## config.mk

```make
export PLATFORM = sky130hd
export DESIGN_NAME = lsu_ctrl_flat
export DESIGN_NICKNAME = d
export VERILOG_FILES = /design/src/rtl/lsu_ctrl_pkg.sv /design/src/rtl/lsu_ctrl_if.sv /design/src/rtl/lsu_align_chk.sv /design/src/rtl/lsu_ctrl.sv /design/src/flat_wrapper.sv
export SDC_FILE = /design/constraint.sdc
export NUM_CORES = 1
export LEC_CHECK = 0
export BUFFER_PORTS_ARGS = -buffer_cell sky130_fd_sc_hd__buf_2
export CAP_MARGIN = 20
export CORE_AREA = 2 2 98 100
export DETAILED_ROUTE_END_ITERATION = 7
export DIE_AREA = 0 0 100 102
export GPL_TIMING_DRIVEN = 0
export PLACE_DENSITY = 0.81
export RECOVER_POWER = 50
export SYNTH_ARGS = -nofsm -noshare
export SYNTH_HDL_FRONTEND = slang
export SYNTH_SLANG_ARGS = --single-unit
```

## constraint.sdc

```tcl
create_clock -name clk -period 3.4 [get_ports clk]
set_input_delay 0.34 -clock clk [delete_from_list [all_inputs] [get_ports clk]]
set_output_delay 0.34 -clock clk [all_outputs]
set_load 0.03 [all_outputs]
```

## src/rtl/lsu_ctrl_pkg.sv

```systemverilog
// Shared types and encodings for the MEM-stage load/store unit:
// funct3 codes, RAM size codes, exception causes and FSM states.
package lsu_ctrl_pkg;

  typedef enum logic [1:0] {
    ST_IDLE    = 2'd0,
    ST_RD_WAIT = 2'd1,
    ST_HOLD    = 2'd2
  } lsu_state_e;

  localparam logic [2:0] F3_B  = 3'b000;
  localparam logic [2:0] F3_H  = 3'b001;
  localparam logic [2:0] F3_W  = 3'b010;
  localparam logic [2:0] F3_BU = 3'b100;
  localparam logic [2:0] F3_HU = 3'b101;

  localparam logic [2:0] SZ_B  = 3'b000;
  localparam logic [2:0] SZ_H  = 3'b001;
  localparam logic [2:0] SZ_W  = 3'b010;
  localparam logic [2:0] SZ_BU = 3'b011;
  localparam logic [2:0] SZ_HU = 3'b100;

  localparam logic [1:0] EXC_NONE   = 2'b00;
  localparam logic [1:0] EXC_LD_MIS = 2'b01;
  localparam logic [1:0] EXC_ST_MIS = 2'b10;
  localparam logic [1:0] EXC_ILL    = 2'b11;

  function automatic logic [1:0] lsu_cause(input logic legal, input logic we);
    if (!legal) begin
      return EXC_ILL;
    end else begin
      return we ? EXC_ST_MIS : EXC_LD_MIS;
    end
  endfunction

endpackage

```

## src/rtl/lsu_ctrl_if.sv

```systemverilog
// Bus bundle around the load/store unit: EX/MEM request, data RAM port,
// writeback result and exception report. slave = LSU side, master = environment.
interface lsu_ctrl_if #(
  parameter int ADDR_W = 32,
  parameter int RD_W   = 5
);
  logic              req_valid_i;
  logic              req_ready_o;
  logic              req_we_i;
  logic [2:0]        req_funct3_i;
  logic [ADDR_W-1:0] req_addr_i;
  logic [31:0]       req_wdata_i;
  logic [RD_W-1:0]   req_rd_i;
  logic [ADDR_W-1:0] mem_addr_o;
  logic [31:0]       mem_data_o;
  logic              mem_we_o;
  logic              mem_re_o;
  logic [2:0]        mem_size_o;
  logic [31:0]       mem_data_i;
  logic              wb_valid_o;
  logic              wb_ready_i;
  logic [RD_W-1:0]   wb_rd_o;
  logic [31:0]       wb_data_o;
  logic              exc_valid_o;
  logic [1:0]        exc_cause_o;
  logic [ADDR_W-1:0] exc_addr_o;

  modport slave (
    input  req_valid_i, req_we_i, req_funct3_i, req_addr_i, req_wdata_i, req_rd_i,
    input  mem_data_i, wb_ready_i,
    output req_ready_o, mem_addr_o, mem_data_o, mem_we_o, mem_re_o, mem_size_o,
    output wb_valid_o, wb_rd_o, wb_data_o, exc_valid_o, exc_cause_o, exc_addr_o
  );

  modport master (
    output req_valid_i, req_we_i, req_funct3_i, req_addr_i, req_wdata_i, req_rd_i,
    output mem_data_i, wb_ready_i,
    input  req_ready_o, mem_addr_o, mem_data_o, mem_we_o, mem_re_o, mem_size_o,
    input  wb_valid_o, wb_rd_o, wb_data_o, exc_valid_o, exc_cause_o, exc_addr_o
  );
endinterface

```

## src/rtl/lsu_align_chk.sv

```systemverilog
// funct3 -> RAM size decode, legality and alignment handling.
// LSU_MISALIGN_TRAP_EN: misaligned accesses fault; otherwise the address is force-aligned.
module lsu_align_chk
  import lsu_ctrl_pkg::*;
#(
  parameter int ADDR_W = 32
) (
  input  logic              i_we,
  input  logic [2:0]        i_funct3,
  input  logic [ADDR_W-1:0] i_addr,
  output logic [2:0]        o_size,
  output logic              o_fault,
  output logic [1:0]        o_cause,
  output logic [ADDR_W-1:0] o_addr
);

  logic w_legal;
  logic w_half;
  logic w_word;

  always_comb begin
    w_legal = 1'b1;
    o_size  = SZ_B;
    w_half  = 1'b0;
    w_word  = 1'b0;
    if (i_we) begin
      case (i_funct3)
        F3_B:    o_size = SZ_B;
        F3_H:    begin o_size = SZ_H; w_half = 1'b1; end
        F3_W:    begin o_size = SZ_W; w_word = 1'b1; end
        default: w_legal = 1'b0;
      endcase
    end else begin
      case (i_funct3)
        F3_B:    o_size = SZ_B;
        F3_H:    begin o_size = SZ_H;  w_half = 1'b1; end
        F3_W:    begin o_size = SZ_W;  w_word = 1'b1; end
        F3_BU:   o_size = SZ_BU;
        F3_HU:   begin o_size = SZ_HU; w_half = 1'b1; end
        default: w_legal = 1'b0;
      endcase
    end
  end

`ifdef LSU_MISALIGN_TRAP_EN
  logic w_misalign;

  always_comb begin
    w_misalign = (w_half & i_addr[0]) | (w_word & (i_addr[1:0] != 2'b00));
    o_addr     = i_addr;
    o_fault    = ~w_legal | w_misalign;
    o_cause    = lsu_cause(w_legal, i_we);
  end
`else
  // Without the trap, low address bits are simply dropped to natural alignment.
  always_comb begin
    o_addr = i_addr;
    if (w_word) begin
      o_addr[1:0] = 2'b00;
    end else if (w_half) begin
      o_addr[0] = 1'b0;
    end else begin
      o_addr = i_addr;
    end
    o_fault = ~w_legal;
    o_cause = EXC_ILL;
  end
`endif

endmodule

```

## src/rtl/lsu_ctrl.sv

```systemverilog
// MEM-stage load/store unit in front of a 1-cycle synchronous data RAM.
// Optional build macro: LSU_MISALIGN_TRAP_EN (trap misaligned accesses).
module lsu_ctrl #(
  parameter int ADDR_W = 32,
  parameter int RD_W   = 5
) (
  input logic     clk,
  input logic     rst,
  lsu_ctrl_if.slave bus
);
  import lsu_ctrl_pkg::*;

  lsu_state_e        r_state;
  lsu_state_e        w_next;
  logic [31:0]       r_skid;
  logic [RD_W-1:0]   r_wb_rd;
  logic              r_exc_valid;
  logic [1:0]        r_exc_cause;
  logic [ADDR_W-1:0] r_exc_addr;

  logic [2:0]        w_size;
  logic              w_fault;
  logic [1:0]        w_cause;
  logic [ADDR_W-1:0] w_addr;
  logic              w_ready;
  logic              w_accept;
  logic              w_issue;
  logic              w_load;
  logic              w_capture;

  lsu_align_chk #(.ADDR_W(ADDR_W)) u_align (
    .i_we    (bus.req_we_i),
    .i_funct3(bus.req_funct3_i),
    .i_addr  (bus.req_addr_i),
    .o_size  (w_size),
    .o_fault (w_fault),
    .o_cause (w_cause),
    .o_addr  (w_addr)
  );

  always_comb begin
    w_ready   = 1'b0;
    w_next    = r_state;
    w_capture = 1'b0;
    case (r_state)
      ST_IDLE:    w_ready = 1'b1;
      ST_RD_WAIT: w_ready = bus.wb_ready_i;
      ST_HOLD:    w_ready = 1'b0;
      default:    w_ready = 1'b0;
    endcase
    w_accept = bus.req_valid_i & w_ready;
    w_issue  = w_accept & ~w_fault;
    w_load   = w_issue & ~bus.req_we_i;
    case (r_state)
      ST_IDLE: w_next = w_load ? ST_RD_WAIT : ST_IDLE;
      ST_RD_WAIT: begin
        // A stalled writeback parks the one-shot RAM data in the skid register.
        if (bus.wb_ready_i) begin
          w_next = w_load ? ST_RD_WAIT : ST_IDLE;
        end else begin
          w_next    = ST_HOLD;
          w_capture = 1'b1;
        end
      end
      ST_HOLD: begin
        if (bus.wb_ready_i) begin
          w_next = ST_IDLE;
        end else begin
          w_next = ST_HOLD;
        end
      end
      default: w_next = ST_IDLE;
    endcase
  end

  always_ff @(posedge clk) begin
    if (rst) begin
      r_state     <= ST_IDLE;
      r_skid      <= 32'd0;
      r_wb_rd     <= {RD_W{1'b0}};
      r_exc_valid <= 1'b0;
      r_exc_cause <= EXC_NONE;
      r_exc_addr  <= {ADDR_W{1'b0}};
    end else begin
      r_state     <= w_next;
      r_exc_valid <= w_accept & w_fault;
      if (w_capture) begin
        r_skid <= bus.mem_data_i;
      end
      if (w_load) begin
        r_wb_rd <= bus.req_rd_i;
      end
      if (w_accept & w_fault) begin
        r_exc_cause <= w_cause;
        r_exc_addr  <= bus.req_addr_i;
      end
    end
  end

  assign bus.req_ready_o = w_ready;
  assign bus.mem_we_o    = w_issue & bus.req_we_i;
  assign bus.mem_re_o    = w_load;
  assign bus.mem_addr_o  = w_issue ? w_addr : {ADDR_W{1'b0}};
  assign bus.mem_size_o  = w_issue ? w_size : 3'b000;
  assign bus.mem_data_o  = (w_issue & bus.req_we_i) ? bus.req_wdata_i : 32'd0;

  assign bus.wb_valid_o  = (r_state != ST_IDLE);
  assign bus.wb_rd_o     = r_wb_rd;
  assign bus.wb_data_o   = (r_state == ST_HOLD)    ? r_skid :
                           (r_state == ST_RD_WAIT) ? bus.mem_data_i : 32'd0;

  assign bus.exc_valid_o = r_exc_valid;
  assign bus.exc_cause_o = r_exc_cause;
  assign bus.exc_addr_o  = r_exc_addr;

endmodule

```

## src/flat_wrapper.sv

```systemverilog
// flat-port wrapper written by rule: the top's interface ports become plain ports
module lsu_ctrl_flat import lsu_ctrl_pkg::*;
#(
  parameter int ADDR_W = 32,
  parameter int RD_W   = 5
)
  (clk, rst, bus_req_valid_i, bus_req_we_i, bus_req_funct3_i, bus_req_addr_i, bus_req_wdata_i, bus_req_rd_i, bus_mem_data_i, bus_wb_ready_i, bus_req_ready_o, bus_mem_addr_o, bus_mem_data_o, bus_mem_we_o, bus_mem_re_o, bus_mem_size_o, bus_wb_valid_o, bus_wb_rd_o, bus_wb_data_o, bus_exc_valid_o, bus_exc_cause_o, bus_exc_addr_o);
  lsu_ctrl_if #(.ADDR_W(ADDR_W), .RD_W(RD_W)) bus_i ();
  input logic clk;
  input logic rst;
  input wire logic [$bits(bus_i.req_valid_i)-1:0] bus_req_valid_i;
  input wire logic [$bits(bus_i.req_we_i)-1:0] bus_req_we_i;
  input wire logic [$bits(bus_i.req_funct3_i)-1:0] bus_req_funct3_i;
  input wire logic [$bits(bus_i.req_addr_i)-1:0] bus_req_addr_i;
  input wire logic [$bits(bus_i.req_wdata_i)-1:0] bus_req_wdata_i;
  input wire logic [$bits(bus_i.req_rd_i)-1:0] bus_req_rd_i;
  input wire logic [$bits(bus_i.mem_data_i)-1:0] bus_mem_data_i;
  input wire logic [$bits(bus_i.wb_ready_i)-1:0] bus_wb_ready_i;
  output wire logic [$bits(bus_i.req_ready_o)-1:0] bus_req_ready_o;
  output wire logic [$bits(bus_i.mem_addr_o)-1:0] bus_mem_addr_o;
  output wire logic [$bits(bus_i.mem_data_o)-1:0] bus_mem_data_o;
  output wire logic [$bits(bus_i.mem_we_o)-1:0] bus_mem_we_o;
  output wire logic [$bits(bus_i.mem_re_o)-1:0] bus_mem_re_o;
  output wire logic [$bits(bus_i.mem_size_o)-1:0] bus_mem_size_o;
  output wire logic [$bits(bus_i.wb_valid_o)-1:0] bus_wb_valid_o;
  output wire logic [$bits(bus_i.wb_rd_o)-1:0] bus_wb_rd_o;
  output wire logic [$bits(bus_i.wb_data_o)-1:0] bus_wb_data_o;
  output wire logic [$bits(bus_i.exc_valid_o)-1:0] bus_exc_valid_o;
  output wire logic [$bits(bus_i.exc_cause_o)-1:0] bus_exc_cause_o;
  output wire logic [$bits(bus_i.exc_addr_o)-1:0] bus_exc_addr_o;
  assign bus_i.req_valid_i = bus_req_valid_i;
  assign bus_i.req_we_i = bus_req_we_i;
  assign bus_i.req_funct3_i = bus_req_funct3_i;
  assign bus_i.req_addr_i = bus_req_addr_i;
  assign bus_i.req_wdata_i = bus_req_wdata_i;
  assign bus_i.req_rd_i = bus_req_rd_i;
  assign bus_i.mem_data_i = bus_mem_data_i;
  assign bus_i.wb_ready_i = bus_wb_ready_i;
  assign bus_req_ready_o = bus_i.req_ready_o;
  assign bus_mem_addr_o = bus_i.mem_addr_o;
  assign bus_mem_data_o = bus_i.mem_data_o;
  assign bus_mem_we_o = bus_i.mem_we_o;
  assign bus_mem_re_o = bus_i.mem_re_o;
  assign bus_mem_size_o = bus_i.mem_size_o;
  assign bus_wb_valid_o = bus_i.wb_valid_o;
  assign bus_wb_rd_o = bus_i.wb_rd_o;
  assign bus_wb_data_o = bus_i.wb_data_o;
  assign bus_exc_valid_o = bus_i.exc_valid_o;
  assign bus_exc_cause_o = bus_i.exc_cause_o;
  assign bus_exc_addr_o = bus_i.exc_addr_o;
  lsu_ctrl #(.ADDR_W(ADDR_W), .RD_W(RD_W)) u_core (.clk(clk), .rst(rst), .bus(bus_i));
endmodule
```

==> results of run 1 <==
## kinds of logic (layout without fill, tap and decap cells)
| group | after synthesis | after routing | synth area share |
|---|---|---|---|
| other | 0 | 4 | 0 |
| flip-flops | 73 | 73 | 0.420 |
| AND/OR/NAND/NOR | 231 | 231 | 0.326 |
| AO/OA/AOI/OAI | 98 | 98 | 0.177 |
| buffers and inverters | 42 | 309 | 0.0558 |
| multiplexers | 7 | 7 | 0.0209 |
## final cells by class
type,instances,area (sq um),share of cell area
tap,111,139,0.0280
buffer,41,173,0.0348
sequential,73,1460,0.295
inverter,1,3.75,0.000758
clock buffer,9,124,0.0250
multi-input combinational,336,1790,0.362
timing repair buffer,251,1200,0.243
antenna,4,10.0,0.00202
clock inverter,7,46.3,0.00934
## flip-flops by register name (all words and copies together) (netlist names)
register and flops:
u_core.bus.exc_addr_o 32, u_core.bus.wb_rd_o 5, u_core.bus.exc_valid_o 1, u_core.bus.exc_cause_o 1
u_core.r_state 2, u_core.r_skid 32
## layout by cell type, fill, tap and decap left out, types with 5 or more instances in the layout
| cell type | n |
|---|---|
| sky130_fd_sc_hd__and3_1 | 33 |
| sky130_fd_sc_hd__mux2i_1 | 5 |
| sky130_fd_sc_hd__clkbuf_8 | 9 |
| sky130_fd_sc_hd__nor2_1 | 9 |
| sky130_fd_sc_hd__dfxtp_1 | 73 |
| sky130_fd_sc_hd__a21oi_1 | 64 |
| sky130_fd_sc_hd__a22o_1 | 32 |
| sky130_fd_sc_hd__nand2_1 | 129 |
| sky130_fd_sc_hd__nor2b_1 | 5 |
| sky130_fd_sc_hd__and2_1 | 31 |
| sky130_fd_sc_hd__clkbuf_1 | 79 |
| sky130_fd_sc_hd__nand2b_1 | 13 |
| sky130_fd_sc_hd__buf_2 | 210 |
## worst min-delay path, stage by stage
cell and delay [ns]:
sky130_fd_sc_hd__buf_2 0.10, sky130_fd_sc_hd__nand3_1 0.06, sky130_fd_sc_hd__nor2_1 0.03
## stage by stage
stage                      util  hold slack [ns]  total power [W]  cell area, sq um  cells
after global placement    0.535            0.441          0.00136              4870    813
after CTS                 0.554            0.216          0.00196              5040    829
after global routing      0.543            0.238          0.00201              4950    831
after detailed placement  0.535            0.445          0.00137              4870    813
after floorplan               -            0.436          0.00119              3480    451
final                     0.544            0.241          0.00193              4950    833
## how the worst max path moves through the flow
stage                                 start                end  slack, ns  cells after the start
after floorplan           u_core.r_state[0]  bus_mem_size_o[2]       1.37                      3
after global placement      bus_req_valid_i  bus_mem_addr_o[8]       1.03                      7
after detailed placement    bus_req_valid_i       bus_mem_we_o       1.05                      7
after CTS                 u_core.r_state[0]       bus_mem_we_o       0.75                      6
after global routing      u_core.r_state[1]       bus_mem_re_o       0.58                      4
final                     u_core.r_state[1]       bus_mem_re_o       0.78                      4
## metal layers
layer,global-route usage,share of wire
met4,0.0590,0.0095
met5,0,0.0030
met3,0.0821,0.080
met1,0.303,0.43
met2,0.423,0.48
## power by group through the flow
stage          Sequential [W]  Clock (W)  Combinational [W]
3_5_place_dp         0.000918          0           0.000448
6_report             0.000899   0.000592           0.000436
2_1_floorplan        0.000963          0           0.000224
4_1_cts              0.000899   0.000611           0.000450
3_3_place_gp         0.000917          0           0.000440
5_1_grt              0.000902   0.000644           0.000467
==> implementation parameters, run 1 <==
Parameter                              Value

Clocking
  Root buf cell    sky130_fd_sc_hd__clkbuf_8
  Number of buffers on the longest clock path    2
  Count of H-tree levels built during CTS    3
  Cts-stage hold buffer count    0
  Clock tree from TritonCTS    built
  Number of setup buffers added after CTS    0
  Skew-Pair Late Insertion Delay    0.33 ns
  Clock tree sinks    73
  Clock slew at reported path FFs    0.09 ns
  Clock buffers created by TritonCTS    9
  Gates resized, CTS repair    0

STA
  TNS Setup    0 ns
  Share of the clock period used by the worst path    0.771
  RSZ-0062 raised after global routing    false
  Hold Violations, Final    0
  Setup violations, final    0
  Minimum clock period after layout    2.62 ns
  Worst Max-Slew Pin Slew    1.25 ns
  Max-slew violation count    0
  Worst-case clock skew    0.0111 ns
  Remaining max-slew budget at the tightest pin    0.156
  Max Fclk    0.381 GHz
  Smallest setup slack after layout    0.778 ns

Yosys
  Fraction of registers with async set or reset after synthesis    0
  Most used flip-flop cell after synthesis    sky130_fd_sc_hd__dfxtp_1
  Synth Warn #    0
  Post-synthesis average cell area    7.71 sq um
  Post-synthesis instance total    451
  Number of enable-type register cells in the synthesized netlist    0
  Library cells used by synthesis    28
  Synthesized netlist net count    560
  Most common cell in the netlist    sky130_fd_sc_hd__nand2_1
  Library cell occupying the most area in the post-synthesis netlist    sky130_fd_sc_hd__dfxtp_1
  Mapped cell area    3480 sq um
  Area fraction of the dominant cell type after synthesis    0.420
  Top cells by area, synth    sky130_fd_sc_hd__dfxtp_1 42%, sky130_fd_sc_hd__nand2_1 14%, sky130_fd_sc_hd__a21oi_1 9.2%
  Share of the yosys chip area belonging to registers    0.420
  Leading cell types by count after synthesis    129 x sky130_fd_sc_hd__nand2_1, 73 x sky130_fd_sc_hd__dfxtp_1, 64 x sky130_fd_sc_hd__a21oi_1
  Synth Register Bits    73

GRT
  Global-route usage over all layers    0.247
  Overflow after GRT    0
  Initial antenna violation count    7
  Wire length of the first global-routing pass    19.6 mm
  Maximum number of pins on one net before global-route repair    14
  Number of global-route vias before repair    3,818

Detailed routing
  DRT iter0 DRCs    117
  Via count normalized by instance count    4.92
  Number of design rule violations left after detail routing    0
  Post-detailed-routing wire length    13.1 mm
  ANT nets after route    0
  Number of iterations in the first detailed-routing pass    6
  Total via count in the routed design    4,099
  Wire per inst    15.8 microns

Critical path
  Critical Setup Path Class    register to primary output
  Critical path endpoint category    primary output
  CP Buf/Inv Count    1
  Worst flop-to-flop path startpoint    u_core.r_state[1]
  Critical Path AT    2.28 ns
  Slowest stage cell on the critical path    sky130_fd_sc_hd__nor3_1
  Setup slack of the worst register-to-register path    1.06 ns
  FF-to-FF path depth    5
  Worst path max stage delay    0.85 ns
  Required time of the critical path    3.06 ns
  Worst-path cell chain    nor2b_1, nand2b_1, nor3_1, buf_2
  Capturing point of the worst reg2reg path    u_core.bus.exc_addr_o[11]
  Largest delay contributor family on the critical path    simple AND/OR/NAND/NOR gates
  Kind of launch point of the worst setup path    register
  Maximum fanout encountered on the critical timing path    6

Floorplan
  DIE AREA    10,200 sq um
  Chip Height    102 microns
  Initial cell density of the core    0.382
  Row cnt    35
  Core outline area    9110 sq um
  Number of I/O pins    252
  Overall die width    100 microns

Power
  Proportion of total power due to net switching    0.331
  Clk pwr share    0.307
  Internal power contribution    0.00129 W
  Power per cell area    389 nW/um^2
  Largest voltage drop on the vdd net    0.244 mV
  Sequential share of power    0.467
  Gate power share    0.226
  Leakage    2.42 nW
  Net switching power figure    0.000638 W

Cells and area
  Area added between synthesis and finish    42.5%
  Ratio of cells with drive above 1 in the final layout    0.327
  Final layout net count    822
  Count of fill cells added during filler insertion    941

Place
  DPL Wire Length    10.8 mm
  Final RePlAce weighted congestion    0.952
  Worst slack, placed    1.05 ns
  Count of buffers inserted at the top-level ports    251

Run
  Total of max-cap violations    0

Hold path
  Hold Crit Start    bus_req_valid_i
  Class of the worst hold path    input pin to register
  Depth of the worst hold-timing path    3
  End point of the most critical hold path    u_core.r_state[0]

Outcome
  Outcome    completed
Power figures use the tool's default switching activity.
==> inputs of run 2 (changes only) <==
- clock period: 3.4 -> 2.5 ns (I/O delays scaled with it)
==> run 2 against run 1 <==
Final cell count stayed put. Hold slack worse by 0.089 ns. Global-route usage stayed put. First-iteration DRC count is 13% lower. Clock-buffer cell count stayed put. Core utilization is 0.33 points higher. Sequential share of layout area is 0.18 points lower. Routed wire length hardly changed. Clock power is 36% higher. Die area stayed put. Via count is 0.12% lower. Highest routed layer unchanged.
==> implementation parameters, run 2 (same netlist as run 1, synthesis figures left out) <==
Parameter                              Value

STA
  Hold Violations, Final    0 (unchanged)
  Hold slack    0.152 ns (was 0.241 ns)
  Smallest setup slack after layout    0.163 ns (was 0.778 ns)
  TNS Setup    0 ns (unchanged)
  Remaining max-slew budget at the tightest pin    0.529 (was 0.156)
  Max Fclk    0.428 GHz
  RSZ-0062 raised after global routing    false (unchanged)
  Max-slew violation count    0 (unchanged)
  Worst-case clock skew    0.0120 ns (was 0.0111 ns)
  Share of the clock period used by the worst path    0.935
  Worst Max-Slew Pin Slew    0.705 ns (was 1.25 ns)
  Minimum clock period after layout    2.34 ns
  Setup violations, final    0 (unchanged)

Clocking
  Cts-stage hold buffer count    0 (unchanged)
  Clock buffers created by TritonCTS    9 (unchanged)
  Number of buffers on the longest clock path    2 (unchanged)
  Clock tree from TritonCTS    built (unchanged)
  Clock tree sinks    73 (unchanged)
  Count of H-tree levels built during CTS    3 (unchanged)
  Root buf cell    sky130_fd_sc_hd__clkbuf_8 (unchanged)
  Clock slew at reported path FFs    0.08 ns (was 0.09 ns)
  Skew-Pair Late Insertion Delay    0.33 ns (about the same)
  Number of setup buffers added after CTS    0 (unchanged)

GRT
  Initial antenna violation count    7 (unchanged)
  Global Route met2 Usage    0.423 (unchanged)
  Number of global-route vias before repair    3,818 (unchanged)
  Maximum number of pins on one net before global-route repair    14 (unchanged)
  Wire length of the first global-routing pass    19.6 mm (unchanged)
  GR Util met1    0.303 (unchanged)
  Overflow after GRT    0 (unchanged)
  Global-route usage over all layers    0.247 (unchanged)
  Met3 global-route usage    0.0821 (unchanged)
  GR peak layer    met2 (unchanged)

Outcome
  Outcome    completed (unchanged)

Critical path
  Critical path depth in cells    6 (was 4)
  Critical Path AT    2.09 ns (was 2.28 ns)
  End point of the critical path    bus_mem_data_o[16] (was bus_mem_re_o)
  Capturing point of the worst reg2reg path    u_core.bus.exc_addr_o[11] (unchanged)
  Slowest stage cell on the critical path    sky130_fd_sc_hd__dfxtp_1 (was sky130_fd_sc_hd__nor3_1)
  Worst-path cell chain    nor2b_1, nand2b_2, nor2_4, clkbuf_1, and3_1, buf_2 (was nor2b_1, nand2b_1, nor3_1, buf_2)
  Worst path max stage delay    0.33 ns (was 0.85 ns)
  Launch point of the critical path    u_core.r_state[0] (was u_core.r_state[1])
  Critical path endpoint category    primary output (unchanged)
  CP Buf/Inv Count    2 (was 1)
  Required time of the critical path    2.25 ns (was 3.06 ns)
  FF-to-FF path depth    5 (unchanged)
  Maximum fanout encountered on the critical timing path    10 (was 6)
  Worst flop-to-flop path startpoint    u_core.r_state[1] (unchanged)
  Critical Setup Path Class    register to primary output (unchanged)
  Largest delay contributor family on the critical path    simple AND/OR/NAND/NOR gates (unchanged)
  Kind of launch point of the worst setup path    register (unchanged)
  Setup slack of the worst register-to-register path    0.55 ns (was 1.06 ns)

Place
  DPL Wire Length    10.8 mm (unchanged)
  Worst slack, placed    0.326 ns (was 1.05 ns)
  Count of buffers inserted at the top-level ports    251 (unchanged)
  Area post-placement    4870 sq um (unchanged)
  Final RePlAce weighted congestion    0.952 (unchanged)

Power
  Leakage    2.44 nW (was 2.42 nW)
  Largest voltage drop on the vdd net    0.331 mV (was 0.244 mV)
  Power per cell area    527 nW/um^2 (was 389 nW/um^2)

Floorplan
  Core outline area    9110 sq um (unchanged)
  DIE AREA    10,200 sq um (unchanged)
  Number of I/O pins    252 (unchanged)
  Row cnt    35 (unchanged)
  Overall die width    100 microns (unchanged)
  Initial cell density of the core    0.382 (unchanged)
  Chip Height    102 microns (unchanged)

Detailed routing
  Wire per inst    15.8 microns (about the same)
  ANT nets after route    0 (unchanged)
  Number of design rule violations left after detail routing    0 (unchanged)
  Total via count in the routed design    4,094 (was 4,099)
  DRT iter0 DRCs    102 (was 117)
  Number of iterations in the first detailed-routing pass    6 (unchanged)
  Post-detailed-routing wire length    13.1 mm (about the same)
  Via count normalized by instance count    4.91 (was 4.92)

Cells and area
  Area added between synthesis and finish    43.4% (was 42.5%)
  Footprint of the multi-input gates    1820 sq um (was 1790 sq um)
  Final layout net count    822 (unchanged)
  Combined flip-flop and latch cell area    1460 sq um (unchanged)
  Finished Core Util    0.547 (was 0.544)
  Ratio of cells with drive above 1 in the final layout    0.337 (was 0.327)
  Count of fill cells added during filler insertion    936 (was 941)
  Leading cell type in the layout, fill and taps excluded    sky130_fd_sc_hd__buf_2 (unchanged)
  Post-route cell area    4980 sq um (was 4950 sq um)
  Most frequent cells in the layout    210 x sky130_fd_sc_hd__buf_2, 129 x sky130_fd_sc_hd__nand2_1, 75 x sky130_fd_sc_hd__clkbuf_1 (was 210 x sky130_fd_sc_hd__buf_2, 129 x sky130_fd_sc_hd__nand2_1, 79 x sky130_fd_sc_hd__clkbuf_1)

Hold path
  Class of the worst hold path    input pin to register (unchanged)

Run
  Total of max-cap violations    0 (unchanged)
==> run 2: layout make-up <==
cell class | instances | share of cell area
clock inverter | 7 | 0.00929
multi-input combinational | 336 | 0.365
buffer | 41 | 0.0359
inverter | 1 | 0.000753
tap | 111 | 0.0279
antenna | 4 | 0.00201
clock buffer | 9 | 0.0248
timing repair buffer | 251 | 0.241
sequential | 73 | 0.293
==> run 2: timing repair <==
item,4_1_cts,5_1_grt
hold endpoints to repair,0,0
resized for setup,2,5
setup endpoints to repair,20,60
==> run 2: stage by stage <==
| step | power [W] | instances |
|---|---|---|
| floorplan | 0.00161 | 451 |
| global placement | 0.00185 | 813 |
| detailed placement | 0.00186 | 813 |
| CTS | 0.00267 | 829 |
| global route | 0.00274 | 831 |
| finish | 0.00263 | 833 |
==> run 2: power breakdown <==
part           switching, W  leakage (nW)  total, W  internal (W)
Clock              0.000449        0.0814  0.000807      0.000358
Sequential        0.0000211         0.593   0.00122       0.00120
Combinational      0.000402          1.77  0.000599      0.000196
Total              0.000872          2.44   0.00263       0.00176
==> run 2: worst register-to-register path, delay by kind of cell, from the launching register on <==
kind | cells | cell delay [ns]
DFF | 1 | 0.35
and+or+nand+nor | 3 | 0.98
AOI/OAI and AO/OA | 1 | 0.14
buffers and inverters | 1 | 0.42
==> run 2: worst min-delay path by stage <==
stage                             startpoint                   endpoint  slack [ns]  cells past startpoint
floorplan                    bus_req_valid_i          u_core.r_state[0]        0.38                      2
global placement    u_core.bus.exc_addr_o[1]   u_core.bus.exc_addr_o[1]        0.44                      2
detailed placement  u_core.bus.exc_addr_o[4]   u_core.bus.exc_addr_o[4]        0.45                      2
CTS                          bus_req_valid_i          u_core.r_state[0]        0.13                      3
global route              bus_req_addr_i[29]  u_core.bus.exc_addr_o[29]        0.15                      3
finish                       bus_req_valid_i          u_core.r_state[0]        0.15                      3
==> run 2: per-layer routing <==
| layer | vias to the layer above | part of all wire | wire length (microns) |
|---|---|---|---|
| met5 | - | 0.0030 | 39 |
| li1 | 2040 | - | - |
| met3 | 17 | 0.080 | 1060 |
| met4 | 6 | 0.0095 | 125 |
| met1 | 1874 | 0.42 | 5580 |
| met2 | 157 | 0.48 | 6340 |
==> inputs of run 3 (changes only) <==
--- a/config.mk
+++ b/config.mk
@@ -6,11 +6,11 @@
 export NUM_CORES = 1
 export LEC_CHECK = 0
-export BUFFER_PORTS_ARGS = -buffer_cell sky130_fd_sc_hd__buf_2
 export CAP_MARGIN = 20
-export CORE_AREA = 2 2 98 100
+export CORE_AREA = 2 2 97 99
 export DETAILED_ROUTE_END_ITERATION = 7
-export DIE_AREA = 0 0 100 102
+export DIE_AREA = 0 0 99 101
+export DONT_BUFFER_PORTS = 1
 export GPL_TIMING_DRIVEN = 0
-export PLACE_DENSITY = 0.81
+export PLACE_DENSITY = 0.58
 export RECOVER_POWER = 50
 export SYNTH_ARGS = -nofsm -noshare
==> constraint.sdc (replaced) <==
create_clock -name clk -period 2.5 [get_ports clk]
set_input_delay 0.125 -clock clk [delete_from_list [all_inputs] [get_ports clk]]
set_output_delay 0.125 -clock clk [all_outputs]
set_load 0.03 [all_outputs]
==> run 3 against run 2 <==
Sequential cell count unchanged. Clock-buffer cell count increased by 1. Core utilization down 4.0 points. Clock power is 23% higher. Sequential power is 6% higher. Global-route usage is 2.8 points lower. Maximum frequency up 2.8%. Combinational power decreased by 24%.
==> implementation parameters, run 3 (same netlist as run 1, synthesis figures left out) <==
Parameter                              Value

Outcome
  Outcome    completed (unchanged)

Critical path
  Critical path depth in cells    5 (was 6)
  CP Buf/Inv Count    1 (was 2)
  Critical Setup Path Class    register to register (was register to primary output)
  Maximum fanout encountered on the critical timing path    10 (unchanged)
  Worst-path cell chain    nor2b_1, nor4b_1, clkbuf_1, nand2_1, a21oi_1 (was nor2b_1, nand2b_2, nor2_4, clkbuf_1, and3_1, buf_2)
  FF-to-FF path depth    5 (unchanged)
  Worst path max stage delay    0.93 ns (was 0.33 ns)
  Required time of the critical path    2.78 ns (was 2.25 ns)
  Critical path endpoint category    register (was primary output)
  Kind of launch point of the worst setup path    register (unchanged)
  Worst flop-to-flop path startpoint    u_core.r_state[1] (unchanged)
  Capturing point of the worst reg2reg path    u_core.bus.exc_addr_o[11] (unchanged)
  Largest delay contributor family on the critical path    simple AND/OR/NAND/NOR gates (unchanged)
  Critical Path AT    2.55 ns (was 2.09 ns)
  Slowest stage cell on the critical path    sky130_fd_sc_hd__nor4b_1 (was sky130_fd_sc_hd__dfxtp_1)
  Setup slack of the worst register-to-register path    0.23 ns (was 0.55 ns)

Power
  Largest voltage drop on the vdd net    0.294 mV (was 0.331 mV)
  Leakage    1.74 nW (was 2.44 nW)
  Total power consumption of the routed design    0.00274 W (was 0.00263 W)
  Power per cell area    601 nW/um^2 (was 527 nW/um^2)

Clocking
  Root buf cell    sky130_fd_sc_hd__clkbuf_8 (unchanged)
  Count of H-tree levels built during CTS    3 (unchanged)
  Clock tree from TritonCTS    built (unchanged)
  Number of buffers on the longest clock path    2 (unchanged)
  Number of setup buffers added after CTS    0 (unchanged)
  Skew-Pair Late Insertion Delay    0.34 ns (was 0.33 ns)
  Clock slew at reported path FFs    0.08 ns (about the same)
  Clock tree sinks    73 (unchanged)
  Clock buffers created by TritonCTS    9 (unchanged)

STA
  Max Fclk    0.440 GHz (was 0.428 GHz)
  RSZ-0062 raised after global routing    false (unchanged)
  Max-slew violation count    0 (unchanged)
  Worst Max-Slew Pin Slew    1.12 ns (was 0.705 ns)
  Share of the clock period used by the worst path    0.909 (was 0.935)
  Hold slack    0.132 ns (was 0.152 ns)
  Setup violations, final    0 (unchanged)
  Minimum clock period after layout    2.27 ns (was 2.34 ns)
  Remaining max-slew budget at the tightest pin    0.245 (was 0.529)
  TNS Setup    0 ns (unchanged)
  Hold Violations, Final    0 (unchanged)
  Worst-case clock skew    0.00724 ns (was 0.0120 ns)

Cells and area
  Leading cell type in the layout, fill and taps excluded    sky130_fd_sc_hd__nand2_1 (was sky130_fd_sc_hd__buf_2)
  Footprint of the multi-input gates    1810 sq um (was 1820 sq um)
  Count of fill cells added during filler insertion    888 (was 936)
  Ratio of cells with drive above 1 in the final layout    0.0535 (was 0.337)
  Area added between synthesis and finish    31.0% (was 43.4%)
  Final layout net count    647 (was 822)
  Combined flip-flop and latch cell area    1460 sq um (unchanged)
  Diodes inserted    0 (was 4)
  Finished Core Util    0.507 (was 0.547)
  Most frequent cells in the layout    129 x sky130_fd_sc_hd__nand2_1, 75 x sky130_fd_sc_hd__dlygate4sd3_1, 73 x sky130_fd_sc_hd__dfxtp_1 (was 210 x sky130_fd_sc_hd__buf_2, 129 x sky130_fd_sc_hd__nand2_1, 75 x sky130_fd_sc_hd__clkbuf_1)

Detailed routing
  Number of design rule violations left after detail routing    0 (unchanged)
  Via count normalized by instance count    5.35 (was 4.91)
  Post-detailed-routing wire length    11.4 mm (was 13.1 mm)
  DRT iter0 DRCs    135 (was 102)
  Total via count in the routed design    3,496 (was 4,094)
  ANT nets after route    0 (unchanged)
  Wire per inst    17.4 microns (was 15.8 microns)
  Number of iterations in the first detailed-routing pass    6 (unchanged)

Floorplan
  Row cnt    35 (unchanged)
  Overall die width    99 microns (was 100 microns)
  Core outline area    8980 sq um (was 9110 sq um)
  DIE AREA    10000 sq um (was 10,200 sq um)
  Chip Height    101 microns (was 102 microns)
  Initial cell density of the core    0.387 (was 0.382)
  Number of I/O pins    252 (unchanged)

Hold path
  Depth of the worst hold-timing path    4 (was 3)
  Class of the worst hold path    input pin to register (unchanged)
  End point of the most critical hold path    u_core.r_skid[30] (was u_core.r_state[0])
  Hold Crit Start    bus_wb_ready_i (was bus_req_valid_i)

GRT
  Initial antenna violation count    0 (was 7)
  Overflow after GRT    0 (unchanged)
  Number of global-route vias before repair    3,420 (was 3,818)
  Global-route usage over all layers    0.219 (was 0.247)
  Wire length of the first global-routing pass    17.3 mm (was 19.6 mm)
  Maximum number of pins on one net before global-route repair    13 (was 14)

Place
  Final RePlAce weighted congestion    0.815 (was 0.952)
  Count of buffers inserted at the top-level ports    0 (was 251)
  DPL Wire Length    7.84 mm (was 10.8 mm)

Run
  Total of max-cap violations    0 (unchanged)
run 3: cell count changes in the layout (fill, tap and decap cells not counted), sizes merged, moves of 2 or more:
cell,before,now
dlygate4sd3,0,75
clkbuf,88,49
bufinv,0,2
buf,213,3
diode,4,0
clkinvlp,3,1
run 3: how the worst max path moves through the flow:
| stage | slack, ns | end | from |
|---|---|---|---|
| after floorplan | 0.69 | bus_mem_size_o[2] | u_core.r_state[0] |
| after global placement | 0.44 | bus_mem_addr_o[24] | u_core.r_state[0] |
| after detailed placement | 0.42 | bus_mem_addr_o[24] | u_core.r_state[0] |
| after CTS | 0.02 | bus_mem_addr_o[24] | u_core.r_state[0] |
| after global routing | 0.06 | u_core.bus.exc_addr_o[11] | u_core.r_state[1] |
| final | 0.23 | u_core.bus.exc_addr_o[11] | u_core.r_state[1] |
run 3: stage by stage:
step	instance area, sq um	std cells	worst slack, ns
floorplan	3480	451	0.689
global placement	3620	562	0.441
detailed placement	3620	563	0.416
CTS	4580	653	0.0192
global route	4560	653	0.0564
finish	4560	653	0.227
run 3: metal layers:
layer | global-route usage | vias to the layer above | wire [microns]
met5 | 0 | - | 0
met4 | 0.0832 | 0 | 143
met3 | 0.0624 | 14 | 868
met2 | 0.356 | 155 | 5500
met1 | 0.276 | 1650 | 4840
li1 | - | 1677 | -
run 3: what timing repair did:
action | in CTS | in global routing
hold endpoints to repair | 71 | 0
endpoints found under the setup margin | 0 | 29
hold buffers | 75 | 0
resized for setup | 0 | 6
run 3: layout make-up:
cell class,count,share of cell area
buffer,41,0.0382
clock buffer,10,0.0280
clock inverter,5,0.0179
inverter,1,0.000824
multi-input combinational,336,0.398
sequential,73,0.321
tap,111,0.0305
timing repair buffer,76,0.166
run 3: tightest hold or removal path: stages:
cell                       delay (ns)
sky130_fd_sc_hd__nor2b_1         0.02
sky130_fd_sc_hd__clkbuf_1        0.14
sky130_fd_sc_hd__nand2_1         0.09
sky130_fd_sc_hd__a21oi_1         0.05
run 3: power breakdown:
group	switching (W)	total, W	internal (W)
clock	0.000436	0.000993	0.000557
sequential	0.0000904	0.00129	0.00120
combinational	0.000287	0.000453	0.000166
total	0.000813	0.00274	0.00192
